===== src/rtl/mem_arb_pkg.sv =====
// -----------------------------------------------------------------------------
// mem_arb_pkg
// Shared types and constants for the unified memory port arbiter.
//   arb_state_t : transaction state (idle / memory access in flight / response)
//   ARB_FIXED   : fixed-priority arbitration, channel 0 highest
//   ARB_RR      : round-robin arbitration
//   idx_width() : width of a channel index, never less than one bit
// -----------------------------------------------------------------------------
package mem_arb_pkg;

  typedef enum logic [1:0] {
    ARB_IDLE = 2'd0,
    ARB_BUSY = 2'd1,
    ARB_RESP = 2'd2
  } arb_state_t;

  localparam int ARB_FIXED = 0;
  localparam int ARB_RR    = 1;

  // A single-channel arbiter still needs a one-bit index register.
  function automatic int idx_width(input int n);
    return (n > 1) ? $clog2(n) : 1;
  endfunction

endpackage


===== src/rtl/mem_port_arbiter_if.sv =====
// -----------------------------------------------------------------------------
// mem_port_arbiter_if
// Bundles the requester-side handshake and the memory-side port of the arbiter.
//   req_valid/req_we/req_addr/req_wdata : per-channel requests (flattened slices)
//   req_ready                           : one-hot accept strobe
//   rsp_valid/rsp_rdata                 : one-hot completion strobe and read data
//   mem_en/mem_we/mem_addr/mem_wdata    : shared fixed-latency memory port
//   mem_rdata                           : memory read data
//   busy                                : arbiter has a transaction in flight
// Modports: slave = the arbiter, master = whatever drives requests / memory.
// -----------------------------------------------------------------------------
interface mem_port_arbiter_if #(
  parameter int N_CH   = 2,
  parameter int ADDR_W = 16,
  parameter int DATA_W = 16
);

  logic [N_CH-1:0]        req_valid;
  logic [N_CH-1:0]        req_we;
  logic [N_CH*ADDR_W-1:0] req_addr;
  logic [N_CH*DATA_W-1:0] req_wdata;
  logic [N_CH-1:0]        req_ready;
  logic [N_CH-1:0]        rsp_valid;
  logic [DATA_W-1:0]      rsp_rdata;
  logic                   mem_en;
  logic                   mem_we;
  logic [ADDR_W-1:0]      mem_addr;
  logic [DATA_W-1:0]      mem_wdata;
  logic [DATA_W-1:0]      mem_rdata;
  logic                   busy;

  modport slave (
    input  req_valid, req_we, req_addr, req_wdata, mem_rdata,
    output req_ready, rsp_valid, rsp_rdata,
    output mem_en, mem_we, mem_addr, mem_wdata, busy
  );

  modport master (
    output req_valid, req_we, req_addr, req_wdata, mem_rdata,
    input  req_ready, rsp_valid, rsp_rdata,
    input  mem_en, mem_we, mem_addr, mem_wdata, busy
  );

endinterface


===== src/rtl/mem_arb_grant.sv =====
// -----------------------------------------------------------------------------
// mem_arb_grant
// Purely combinational grant picker.
//   req       : request vector, one bit per channel
//   start     : index of the last channel granted (round-robin pointer)
//   rr_mode   : 1 = search from start+1 upward with wrap, 0 = search from 0
//   grant     : one-hot grant (all zero when nothing requests)
//   grant_idx : binary index of the granted channel
//   any       : at least one channel requests
// -----------------------------------------------------------------------------
module mem_arb_grant
  import mem_arb_pkg::*;
#(
  parameter  int N_CH  = 2,
  localparam int IDX_W = idx_width(N_CH)
) (
  input  logic [N_CH-1:0]  req,
  input  logic [IDX_W-1:0] start,
  input  logic             rr_mode,
  output logic [N_CH-1:0]  grant,
  output logic [IDX_W-1:0] grant_idx,
  output logic             any
);

  int unsigned base_idx;
  int unsigned cand;

  // Both modes are the same rotating search; fixed priority simply always
  // begins at channel 0 while round-robin begins just after the last winner.
  always_comb begin
    grant     = '0;
    grant_idx = '0;
    any       = 1'b0;
    cand      = 0;
    base_idx  = rr_mode ? ((int'(start) + 1) % N_CH) : 0;
    for (int k = 0; k < N_CH; k++) begin
      cand = (base_idx + k) % N_CH;
      if (!any && req[cand]) begin
        any             = 1'b1;
        grant[cand]     = 1'b1;
        grant_idx       = IDX_W'(cand);
      end
    end
  end

endmodule


===== src/rtl/mem_port_arbiter.sv =====
// -----------------------------------------------------------------------------
// mem_port_arbiter
// Shares one fixed-latency memory port among N_CH requesters (instruction
// fetch, data access, DMA). Only one transaction is in flight at a time:
// accept in IDLE, hold the memory port for MEM_LAT cycles in BUSY, then pulse
// the owner's response strobe for one cycle in RESP.
// Parameters:
//   N_CH     number of requester channels (>= 1)
//   ADDR_W   address width
//   DATA_W   data width
//   MEM_LAT  memory latency in cycles (>= 1)
//   ARB_MODE ARB_FIXED or ARB_RR
// Ports:
//   clk  clock, all state on the rising edge
//   rst  asynchronous, active-low reset
//   bus  mem_port_arbiter_if.slave (requests, responses, memory port, busy)
// -----------------------------------------------------------------------------
module mem_port_arbiter
  import mem_arb_pkg::*;
#(
  parameter int N_CH     = 2,
  parameter int ADDR_W   = 16,
  parameter int DATA_W   = 16,
  parameter int MEM_LAT  = 4,
  parameter int ARB_MODE = ARB_RR
) (
  input  logic               clk,
  input  logic               rst,
  mem_port_arbiter_if.slave  bus
);

  localparam int   IDX_W = idx_width(N_CH);
  localparam int   CNT_W = $clog2(MEM_LAT + 1);
  localparam logic RR_EN = (ARB_MODE == ARB_RR);

  // Reject configurations that cannot work at elaboration time.
  generate
    if (N_CH < 1) begin : g_bad_nch
      $error("mem_port_arbiter: N_CH must be at least 1");
    end
    if (MEM_LAT < 1) begin : g_bad_lat
      $error("mem_port_arbiter: MEM_LAT must be at least 1");
    end
    if (ARB_MODE != ARB_FIXED && ARB_MODE != ARB_RR) begin : g_bad_mode
      $error("mem_port_arbiter: ARB_MODE must be ARB_FIXED or ARB_RR");
    end
  endgenerate

  arb_state_t        state;
  arb_state_t        next_state;
  logic [CNT_W-1:0]  cnt;
  logic [IDX_W-1:0]  owner;
  logic [IDX_W-1:0]  rr_ptr;
  logic              lat_we;
  logic [ADDR_W-1:0] lat_addr;
  logic [DATA_W-1:0] lat_wdata;
  logic [DATA_W-1:0] rdata_q;

  logic [N_CH-1:0]   grant;
  logic [IDX_W-1:0]  grant_idx;
  logic              grant_any;
  logic              accept;
  logic              cnt_done;

  mem_arb_grant #(
    .N_CH (N_CH)
  ) u_grant (
    .req       (bus.req_valid),
    .start     (rr_ptr),
    .rr_mode   (RR_EN),
    .grant     (grant),
    .grant_idx (grant_idx),
    .any       (grant_any)
  );

  // Requests are only looked at in IDLE; anything raised while a transaction
  // is in flight simply waits until the arbiter comes back to IDLE.
  assign accept   = (state == ARB_IDLE) && grant_any;
  assign cnt_done = (cnt == '0);

  // State register.
  always_ff @(posedge clk or negedge rst) begin
    if (!rst) begin
      state <= ARB_IDLE;
    end else begin
      state <= next_state;
    end
  end

  // Next-state logic: IDLE -> BUSY on accept, BUSY -> RESP when the latency
  // counter has run out, RESP always returns to IDLE after one cycle.
  always_comb begin
    next_state = state;
    case (state)
      ARB_IDLE: if (grant_any) next_state = ARB_BUSY;
      ARB_BUSY: if (cnt_done)  next_state = ARB_RESP;
      ARB_RESP: next_state = ARB_IDLE;
      default:  next_state = ARB_IDLE;
    endcase
  end

  // Transaction datapath. The counter is loaded with MEM_LAT-1 so that it
  // reaches zero in the last BUSY cycle, which is exactly the cycle in which
  // the memory presents read data. Writes leave the response data untouched.
  always_ff @(posedge clk or negedge rst) begin
    if (!rst) begin
      cnt       <= '0;
      owner     <= '0;
      rr_ptr    <= IDX_W'(N_CH - 1);
      lat_we    <= 1'b0;
      lat_addr  <= '0;
      lat_wdata <= '0;
      rdata_q   <= '0;
    end else if (accept) begin
      owner     <= grant_idx;
      rr_ptr    <= grant_idx;
      lat_we    <= bus.req_we[grant_idx];
      lat_addr  <= bus.req_addr[grant_idx*ADDR_W +: ADDR_W];
      lat_wdata <= bus.req_wdata[grant_idx*DATA_W +: DATA_W];
      cnt       <= CNT_W'(MEM_LAT - 1);
    end else if (state == ARB_BUSY) begin
      if (!cnt_done) begin
        cnt <= cnt - 1'b1;
      end else if (!lat_we) begin
        rdata_q <= bus.mem_rdata;
      end
    end
  end

  // Output decode. The memory-side fields are forced to zero outside BUSY so
  // the port is quiet between accesses. req_ready is also masked by reset so
  // that every output is low while reset is held, even with requests pending.
  always_comb begin
    bus.req_ready = '0;
    bus.rsp_valid = '0;
    bus.mem_en    = 1'b0;
    bus.mem_we    = 1'b0;
    bus.mem_addr  = '0;
    bus.mem_wdata = '0;
    bus.busy      = (state != ARB_IDLE);
    case (state)
      ARB_IDLE: begin
        if (rst) bus.req_ready = grant;
      end
      ARB_BUSY: begin
        bus.mem_en    = 1'b1;
        bus.mem_we    = lat_we;
        bus.mem_addr  = lat_addr;
        bus.mem_wdata = lat_wdata;
      end
      ARB_RESP: begin
        bus.rsp_valid[owner] = 1'b1;
      end
      default: begin
        bus.busy = 1'b0;
      end
    endcase
  end

  assign bus.rsp_rdata = rdata_q;

endmodule


===== src/flat_wrapper.sv =====
// flat-port wrapper written by rule: the top's interface ports become plain ports
module mem_port_arbiter_flat import mem_arb_pkg::*;
#(
  parameter int N_CH     = 2,
  parameter int ADDR_W   = 16,
  parameter int DATA_W   = 16,
  parameter int MEM_LAT  = 4,
  parameter int ARB_MODE = ARB_RR
)
  (clk, rst, bus_req_valid, bus_req_we, bus_req_addr, bus_req_wdata, bus_mem_rdata, bus_req_ready, bus_rsp_valid, bus_rsp_rdata, bus_mem_en, bus_mem_we, bus_mem_addr, bus_mem_wdata, bus_busy);
  mem_port_arbiter_if #(.N_CH(N_CH), .ADDR_W(ADDR_W), .DATA_W(DATA_W)) bus_i ();
  input  logic clk;
  input  logic rst;
  input wire logic [$bits(bus_i.req_valid)-1:0] bus_req_valid;
  input wire logic [$bits(bus_i.req_we)-1:0] bus_req_we;
  input wire logic [$bits(bus_i.req_addr)-1:0] bus_req_addr;
  input wire logic [$bits(bus_i.req_wdata)-1:0] bus_req_wdata;
  input wire logic [$bits(bus_i.mem_rdata)-1:0] bus_mem_rdata;
  output wire logic [$bits(bus_i.req_ready)-1:0] bus_req_ready;
  output wire logic [$bits(bus_i.rsp_valid)-1:0] bus_rsp_valid;
  output wire logic [$bits(bus_i.rsp_rdata)-1:0] bus_rsp_rdata;
  output wire logic [$bits(bus_i.mem_en)-1:0] bus_mem_en;
  output wire logic [$bits(bus_i.mem_we)-1:0] bus_mem_we;
  output wire logic [$bits(bus_i.mem_addr)-1:0] bus_mem_addr;
  output wire logic [$bits(bus_i.mem_wdata)-1:0] bus_mem_wdata;
  output wire logic [$bits(bus_i.busy)-1:0] bus_busy;
  assign bus_i.req_valid = bus_req_valid;
  assign bus_i.req_we = bus_req_we;
  assign bus_i.req_addr = bus_req_addr;
  assign bus_i.req_wdata = bus_req_wdata;
  assign bus_i.mem_rdata = bus_mem_rdata;
  assign bus_req_ready = bus_i.req_ready;
  assign bus_rsp_valid = bus_i.rsp_valid;
  assign bus_rsp_rdata = bus_i.rsp_rdata;
  assign bus_mem_en = bus_i.mem_en;
  assign bus_mem_we = bus_i.mem_we;
  assign bus_mem_addr = bus_i.mem_addr;
  assign bus_mem_wdata = bus_i.mem_wdata;
  assign bus_busy = bus_i.busy;
  mem_port_arbiter #(.N_CH(N_CH), .ADDR_W(ADDR_W), .DATA_W(DATA_W), .MEM_LAT(MEM_LAT), .ARB_MODE(ARB_MODE)) u_core (.clk(clk), .rst(rst), .bus(bus_i));
endmodule

===== config.mk =====
export PLATFORM = sky130hd
export DESIGN_NAME = mem_port_arbiter_flat
export DESIGN_NICKNAME = d
export VERILOG_FILES = /design/src/rtl/mem_arb_pkg.sv /design/src/rtl/mem_port_arbiter_if.sv /design/src/rtl/mem_arb_grant.sv /design/src/rtl/mem_port_arbiter.sv /design/src/flat_wrapper.sv
export SDC_FILE = /design/constraint.sdc
export NUM_CORES = 1
export LEC_CHECK = 0
export CORE_MARGIN = 1
export CORE_UTILIZATION = 25
export CTS_CLUSTER_DIAMETER = 40
export DETAILED_ROUTE_END_ITERATION = 10
export GPL_TIMING_DRIVEN = 0
export PLACE_DENSITY_LB_ADDON = 0.12
export SLEW_MARGIN = 20
export SYNTH_ARGS = -nofsm -noshare
export SYNTH_HDL_FRONTEND = slang
export SYNTH_SLANG_ARGS = --single-unit

===== constraint.sdc =====
create_clock -name clk -period 1.9 [get_ports clk]
set_clock_uncertainty 0.1 [all_clocks]
set_input_delay 0.19 -clock clk [delete_from_list [all_inputs] [get_ports clk]]
set_output_delay 0.19 -clock clk [all_outputs]
set_load 0.05 [all_outputs]

==> run metrics, run 1 <==
shortest clock period the worst path allows after layout=approximately 1900 ps; number of buffers between clock root and the deepest sink=2; class of the worst hold path=in -> reg; Multi-input gate area=between 1000 and 1500 um2; clock share of power=0.086; Seq pwr share=0.220; CP Max Fanout=6; H-tree lvl count=2; run status=complete, no violations; actual transition at the worst max-transition pin=about 510 ps; YS warnings=0; remaining design rule violation count=0; final std cells w/o fill=600; internal power summed over all cells=roughly 4.8 mW; Fin. Hold Viols=0; width of the die=approximately 110 um; top cells by instance count after synthesis=70 x a21oi_1, 55 x dfrtp_1, 35 x nand2_1, 35 x nor2_1, 34 x and2_1; minimum setup slack after placement=-1150 ps; top-count cell post-synth=a21oi_1; cell type with the largest total area after synthesis=dfrtp_1; row cnt=38; share of synthesized registers carrying an async set or reset=1.00; GRT Residual Overflow=0; number of synthesized register bits=56; RSZ-0062 raised after global routing=true; footprint of the flip-flops and latches=1400 um2; fraction of power consumed by combinational cells=0.694; boundary pin count=between 100 and 150; number of clock sinks=56; Synth cell types=29; number of flops mapped to enable cells by yosys=0; vias per cell=4.41; initial antenna violation count=0; Gate Count Post-Synth=between 200 and 300; critical path data required time=roughly 2000 ps; crit path kind=reg -> reg; least setup slack across all paths after layout=between 20 and 30 ps; largest net degree at the start of global routing=30; proportion of synthesized chip area in sequential cells=0.504; Max Cap Viol=0; clock transition at the registers of the reported paths=about 100 ps; Buffers on Ports=approximately 140; vias in the first global route=about 2800; clock tree root buffer cell=clkbuf_8; Peak VDD IR=roughly 1200 uV; share of cells above drive strength 1=0.230; Inst Count DP=around 580; die area=~12000 um2; area grow syn2layout=70.6%; antenna-violating nets left=0; CTS tree=built; mean instance size in the synthesized netlist=roughly 9.4 um2; number of buffers inserted during clock tree synthesis=5; DP Wirelength=approximately 6 mm; Vert. Die Dim=between 100 and 150 um; overall via count from detail_route=between 2000 and 3000; CP Launch Type=flop; Main synth FF type=dfrtp_1; switching share of total power=0.500; Initial Utilization=0.257; RD Place Congestion=approximately 0.68; PnR Total Power=between 9 and 10 mW; critical path capture point type=flop; number of nets in the synthesized netlist=387; final WL=8.70 mm; antenna diode instance count=0; fill cell instance count of the final layout=1118; relative max-transition margin=0.660; insertion delay to the later sink of the worst-skew pair=320 ps; routed length per instance=around 14 um; Area contributors post-synth=dfrtp_1 49%, a21oi_1 13%, and2_1 7.6%; DRT iter0 DRCs=69; net count reported at finish=550; leakage=roughly 2.1 nW; data arrival at the endpoint of the critical path=about 2000 ps; crit share post-route=0.985; # setup viols final=0; post-synthesis instance area=approximately 2800 um2; power density normalized to cell area=about 2000 nW/um2; DRT Pass-1 Iters=6; count of final max-slew check failures=0; global-route wire length before repair=13.8 mm; total negative setup slack=0 ps; sw power=~4.8 mW; global routing usage summed across all routing layers=0.153; area share of the largest cell type after synthesis=0.494; fmax=between 0.5 and 0.6 GHz; CORE AREA=10800 um2
-- critical path, cell delays in order (launching register included) --
cell and delay (ps):
dfrtp_1 400, inv_2 110, ha_4 220, buf_6 120, nand2_4 40, nor3_4 250
buf_6 180, mux2_2 330
-- routing by layer --
layer,routed length (um),share of wire,track usage,vias up
met5,0,0,0,-
met4,56,0.0064,0.0294,0
met3,638,0.073,0.0412,7
met1,3940,0.45,0.192,1242
met2,4060,0.47,0.264,100
li1,-,-,-,1297
-- registers in the layout (all words and copies together), names as in the netlist --
register and count:
u_core.owner 1, u_core.rr_ptr 1, u_core.lat_addr 16, u_core.state 2
u_core.cnt 3, u_core.lat_wdata 16, u_core.bus.rsp_rdata 16, u_core.lat_we 1
-- placed cells by master (no fill, tap or decap), types with 2 or more instances in the layout --
cell,netlist,layout
a21bo_2,2,2
mux2_2,6,3
clkdlybuf4s15_2,0,3
dfrtp_1,55,55
nor2_1,35,35
mux2_4,10,13
o21a_1,2,2
a21oi_1,70,70
inv_1,6,4
nor2b_1,2,2
buf_6,2,34
dlygate4sd3_1,0,2
and2_1,34,34
clkbuf_2,0,7
clkbuf_8,0,6
ha_4,0,3
inv_2,0,2
clkbuf_1,17,6
clkdlybuf4s50_1,0,98
nand2_1,35,34
buf_12,1,3
buf_4,0,18
buf_2,1,2
-- path summary, 6_finish.rpt --
kind                                         start                 endpoint  slack [ps]  cells past startpoint
min                               bus_req_valid[0]          u_core.state[1]         180                      4
min reg2reg                u_core.bus.rsp_rdata[4]  u_core.bus.rsp_rdata[4]         410                      1
max                                u_core.state[1]  u_core.bus.rsp_rdata[4]          30                      7
min in group asynchronous                      rst     u_core.lat_wdata[13]         290                      3
max in group asynchronous                      rst            u_core.rr_ptr        1160                      3
max reg2reg                        u_core.state[1]  u_core.bus.rsp_rdata[4]          30                      7
-- metrics by stage --
step | hold slack, ps | instance area, um2 | utilization
floorplan | -206 | 2820 | -
global placement | 276 | 4380 | 0.404
detailed placement | 47.3 | 4400 | 0.406
CTS | 153 | 4670 | 0.431
global route | 182 | 4750 | 0.438
finish | 181 | 4750 | 0.438
-- power groups by stage --
stage                     sequential, mW  combinational, mW  clock (mW)
final                               2.10               6.62       0.821
after global routing                2.19               7.06       0.900
after CTS                           2.10               6.43       0.864
after detailed placement            2.12               6.19           0
after global placement              2.10               6.16           0
after floorplan                     2.70               3.62           0
-- area by class of cell --
cell class	instances	share of cell area
timing repair buffer	158	0.337
sequential	56	0.295
multi-input combinational	213	0.277
tap	140	0.0369
buffer	19	0.0253
clock buffer	5	0.0145
clock inverter	3	0.00896
inverter	6	0.00474
-- timing repair --
item | CTS | global route
resized for setup | 244 | 44
setup endpoints to repair | 85 | 70
pin swaps | 3 | 2
hold buffers | 3 | 0
hold endpoints to repair | 29 | 0
gates cloned | 1 | 0
buffers inserted | 14 | 1
-- kinds of logic after synthesis --
group / Yosys count / synth area share
buffers and inverters: 27 / 0.0481
xor gates and xnor gates: 1 / 0.00315
adders and majority gates: 5 / 0.0225
and+or+nand+nor: 110 / 0.187
muxes: 16 / 0.0782
AOI/OAI and AO/OA: 81 / 0.157
DFF: 56 / 0.504
No activity file was read; power rests on OpenSTA's default activity.
==> run 2: changes to the inputs <==
DONT_BUFFER_PORTS = 1   (was default)
==> run 2 against run 1 <==
Net effect: the flow now finishes with violations (setup timing); sequential power grew 33%; global-route usage shrank 0.15 points; hold slack lost 130 ps; die area is the same; sequential cell count is the same; first-iteration DRC count grew 36%; design area shrank 11%; wire length shrank 1.4%; largest power group unchanged; combinational power shrank 25%; register-to-register slack lost 70 ps; largest cell class is now flip-flops and latches; count of clock-buffer cells in the layout grew 3.
==> run metrics, run 2 (synthesis gave the netlist of run 1 again) <==
run status=complete, but fails checks; violated checks=setup timing; RSZ-0062 raised after global routing=true; final WL=8.58 mm (-1.4%); beginning of the worst register-to-register path=u_core.state[1]; H-tree lvl count=2 (unchanged); area grow syn2layout=51.2%; CTS tree=built; least setup slack across all paths after layout=-41.5 ps (-70.0 ps); overall via count from detail_route=2473 (-6.5%); relative max-transition margin=0.622 (-0.0379); routed length per instance=15.9 um (+9.6%); number of clock sinks=56 (unchanged); DRT iter0 DRCs=94 (+36%); crit path kind=reg -> out; Inst Count DP=436 (-24%); boundary pin count=141 (unchanged); data arrival at the endpoint of the critical path=1650 ps (-330 ps); PnR Total Power=8.39 mW (-12%); crit share post-route=1.02 (+0.0368); largest net degree at the start of global routing=57 (+90%); number of buffers inserted during clock tree synthesis=5 (unchanged); critical path capture point type=output port; # setup viols final=37 (+37); register-to-register path setup slack=-40 ps (-70 ps); initial antenna violation count=0 (unchanged); net count reported at finish=490 (-11%); Peak VDD IR=772 uV (-36%); count of final max-slew check failures=0 (unchanged); DP Wirelength=5.19 mm (-14%); vias per cell=4.58 (+3.8%); worst setup path end=bus_mem_we; Vert. Die Dim=108 um (unchanged); global-route wire length before repair=13.2 mm (-4.0%); number of buffers between clock root and the deepest sink=2 (unchanged); actual transition at the worst max-transition pin=564 ps (+55.9 ps); number of cells on the worst reg-to-reg path=8 (+1); minimum setup slack after placement=-298 ps (+848 ps); CP Launch Type=flop; CP Max Fanout=7 (+1); most frequent standard cell in the layout excluding fill and tap cells=dlygate4sd3_1; insertion delay to the later sink of the worst-skew pair=310 ps (about the same); DRT Pass-1 Iters=4 (-2); Critical path origin=u_core.state[1]; FF-to-FF End=u_core.bus.rsp_rdata[11]; antenna-violating nets left=0 (unchanged); Buffers on Ports=0 (-100%); critical path data required time=1610 ps (-400 ps); power density normalized to cell area=1990 nW/um2 (-0.82%); remaining design rule violation count=0 (unchanged); global routing usage summed across all routing layers=0.152 (-0.00152); leakage=1.83 nW (-12%); final std cells w/o fill=540 (-10%); die area=11600 um2 (unchanged); shortest clock period the worst path allows after layout=1940 ps (+70.0 ps); GRT Residual Overflow=0 (unchanged); fmax=0.515 GHz (-3.6%); antenna diode instance count=0 (unchanged); share of cells above drive strength 1=0.240 (+0.00957); post-route core utilization=0.388 (-0.0497); Max Cap Viol=0 (unchanged); clock tree root buffer cell=clkbuf_8; highest-count cells in the layout ignoring fill and taps=85 x dlygate4sd3_1, 69 x a21oi_1, 55 x dfrtp_1; width of the die=108 um (unchanged); fill cell instance count of the final layout=1060 (-5.2%); CORE AREA=10800 um2 (unchanged); clock transition at the registers of the reported paths=90 ps (about the same); vias in the first global route=2584 (-8.0%); RD Place Congestion=0.683 (+0.52%); Fin. Hold Viols=0 (unchanged); row cnt=38 (unchanged); class of the worst hold path=in -> reg; Initial Utilization=0.257 (unchanged)
## run 2: cell count changes in the layout (fill, tap and decap cells not counted), moves of 2 or more
cell             previous run  this run
buf_6                      34         3
dlygate4sd3_1               2        85
ha_1                        1         3
mux2_2                      3         6
clkdlybuf4s50_1            98         0
and2_1                     34         1
clkdlybuf4s15_2             3         0
and2_4                      0        30
buf_4                      18        11
and2_2                      0         3
buf_2                       2         0
mux2_4                     13        10
buf_16                      0         2
## run 2: repair_timing
action	4_1_cts	5_1_grt
setup buffers	8	4
resized for setup	90	7
endpoints found under the hold margin	106	0
cloned	1	0
hold buffers	86	0
pin swaps	2	2
endpoints found under the setup margin	85	76
## run 2: power breakdown
group          switching, mW  internal, mW
combinational           3.21          1.73
clock                  0.397         0.264
sequential             0.995          1.79
total                   4.60          3.79
## run 2: worst max-delay path, cell delays in order, from the launching register on
cell	delay [ps]
dfrtp_1	400
inv_2	120
ha_4	310
clkbuf_2	200
and2_2	310
## run 2: worst min-delay path by stage
stage / slack [ps] / depth (start not counted) / startpoint / endpoint
after floorplan: -210 / 0 / rst / u_core.bus.rsp_rdata[0]
after global placement: -200 / 0 / rst / u_core.bus.rsp_rdata[4]
after detailed placement: -200 / 0 / rst / u_core.bus.rsp_rdata[3]
after CTS: 40 / 3 / bus_req_valid[1] / u_core.state[1]
after global routing: 80 / 3 / bus_req_valid[1] / u_core.state[1]
final: 50 / 3 / bus_req_valid[1] / u_core.state[1]
## run 2: stage by stage
step	setup TNS [ps]	instance area [um2]	hold slack [ps]
finish	-827	4210	54.8
global route	-4900	4210	84.7
CTS	-3350	4190	43.7
detailed placement	-14050	2990	-204
global placement	-12480	2990	-204
floorplan	-139	2820	-206
## run 2: layer usage
metal	vias up	GRT usage	wire (um)
li1	1181	-	-
met1	1179	0.182	3700
met2	106	0.273	4210
met3	7	0.0381	603
met4	0	0.0294	54
met5	-	0	0
## run 2: final cells by class
class | instances | area (um2) | area share
tap | 140 | 175 | 0.0416
sequential | 56 | 1400 | 0.333
clock buffer | 8 | 80.1 | 0.0190
buffer | 18 | 129 | 0.0306
inverter | 6 | 22.5 | 0.00535
timing repair buffer | 99 | 1020 | 0.242
multi-input combinational | 213 | 1380 | 0.329
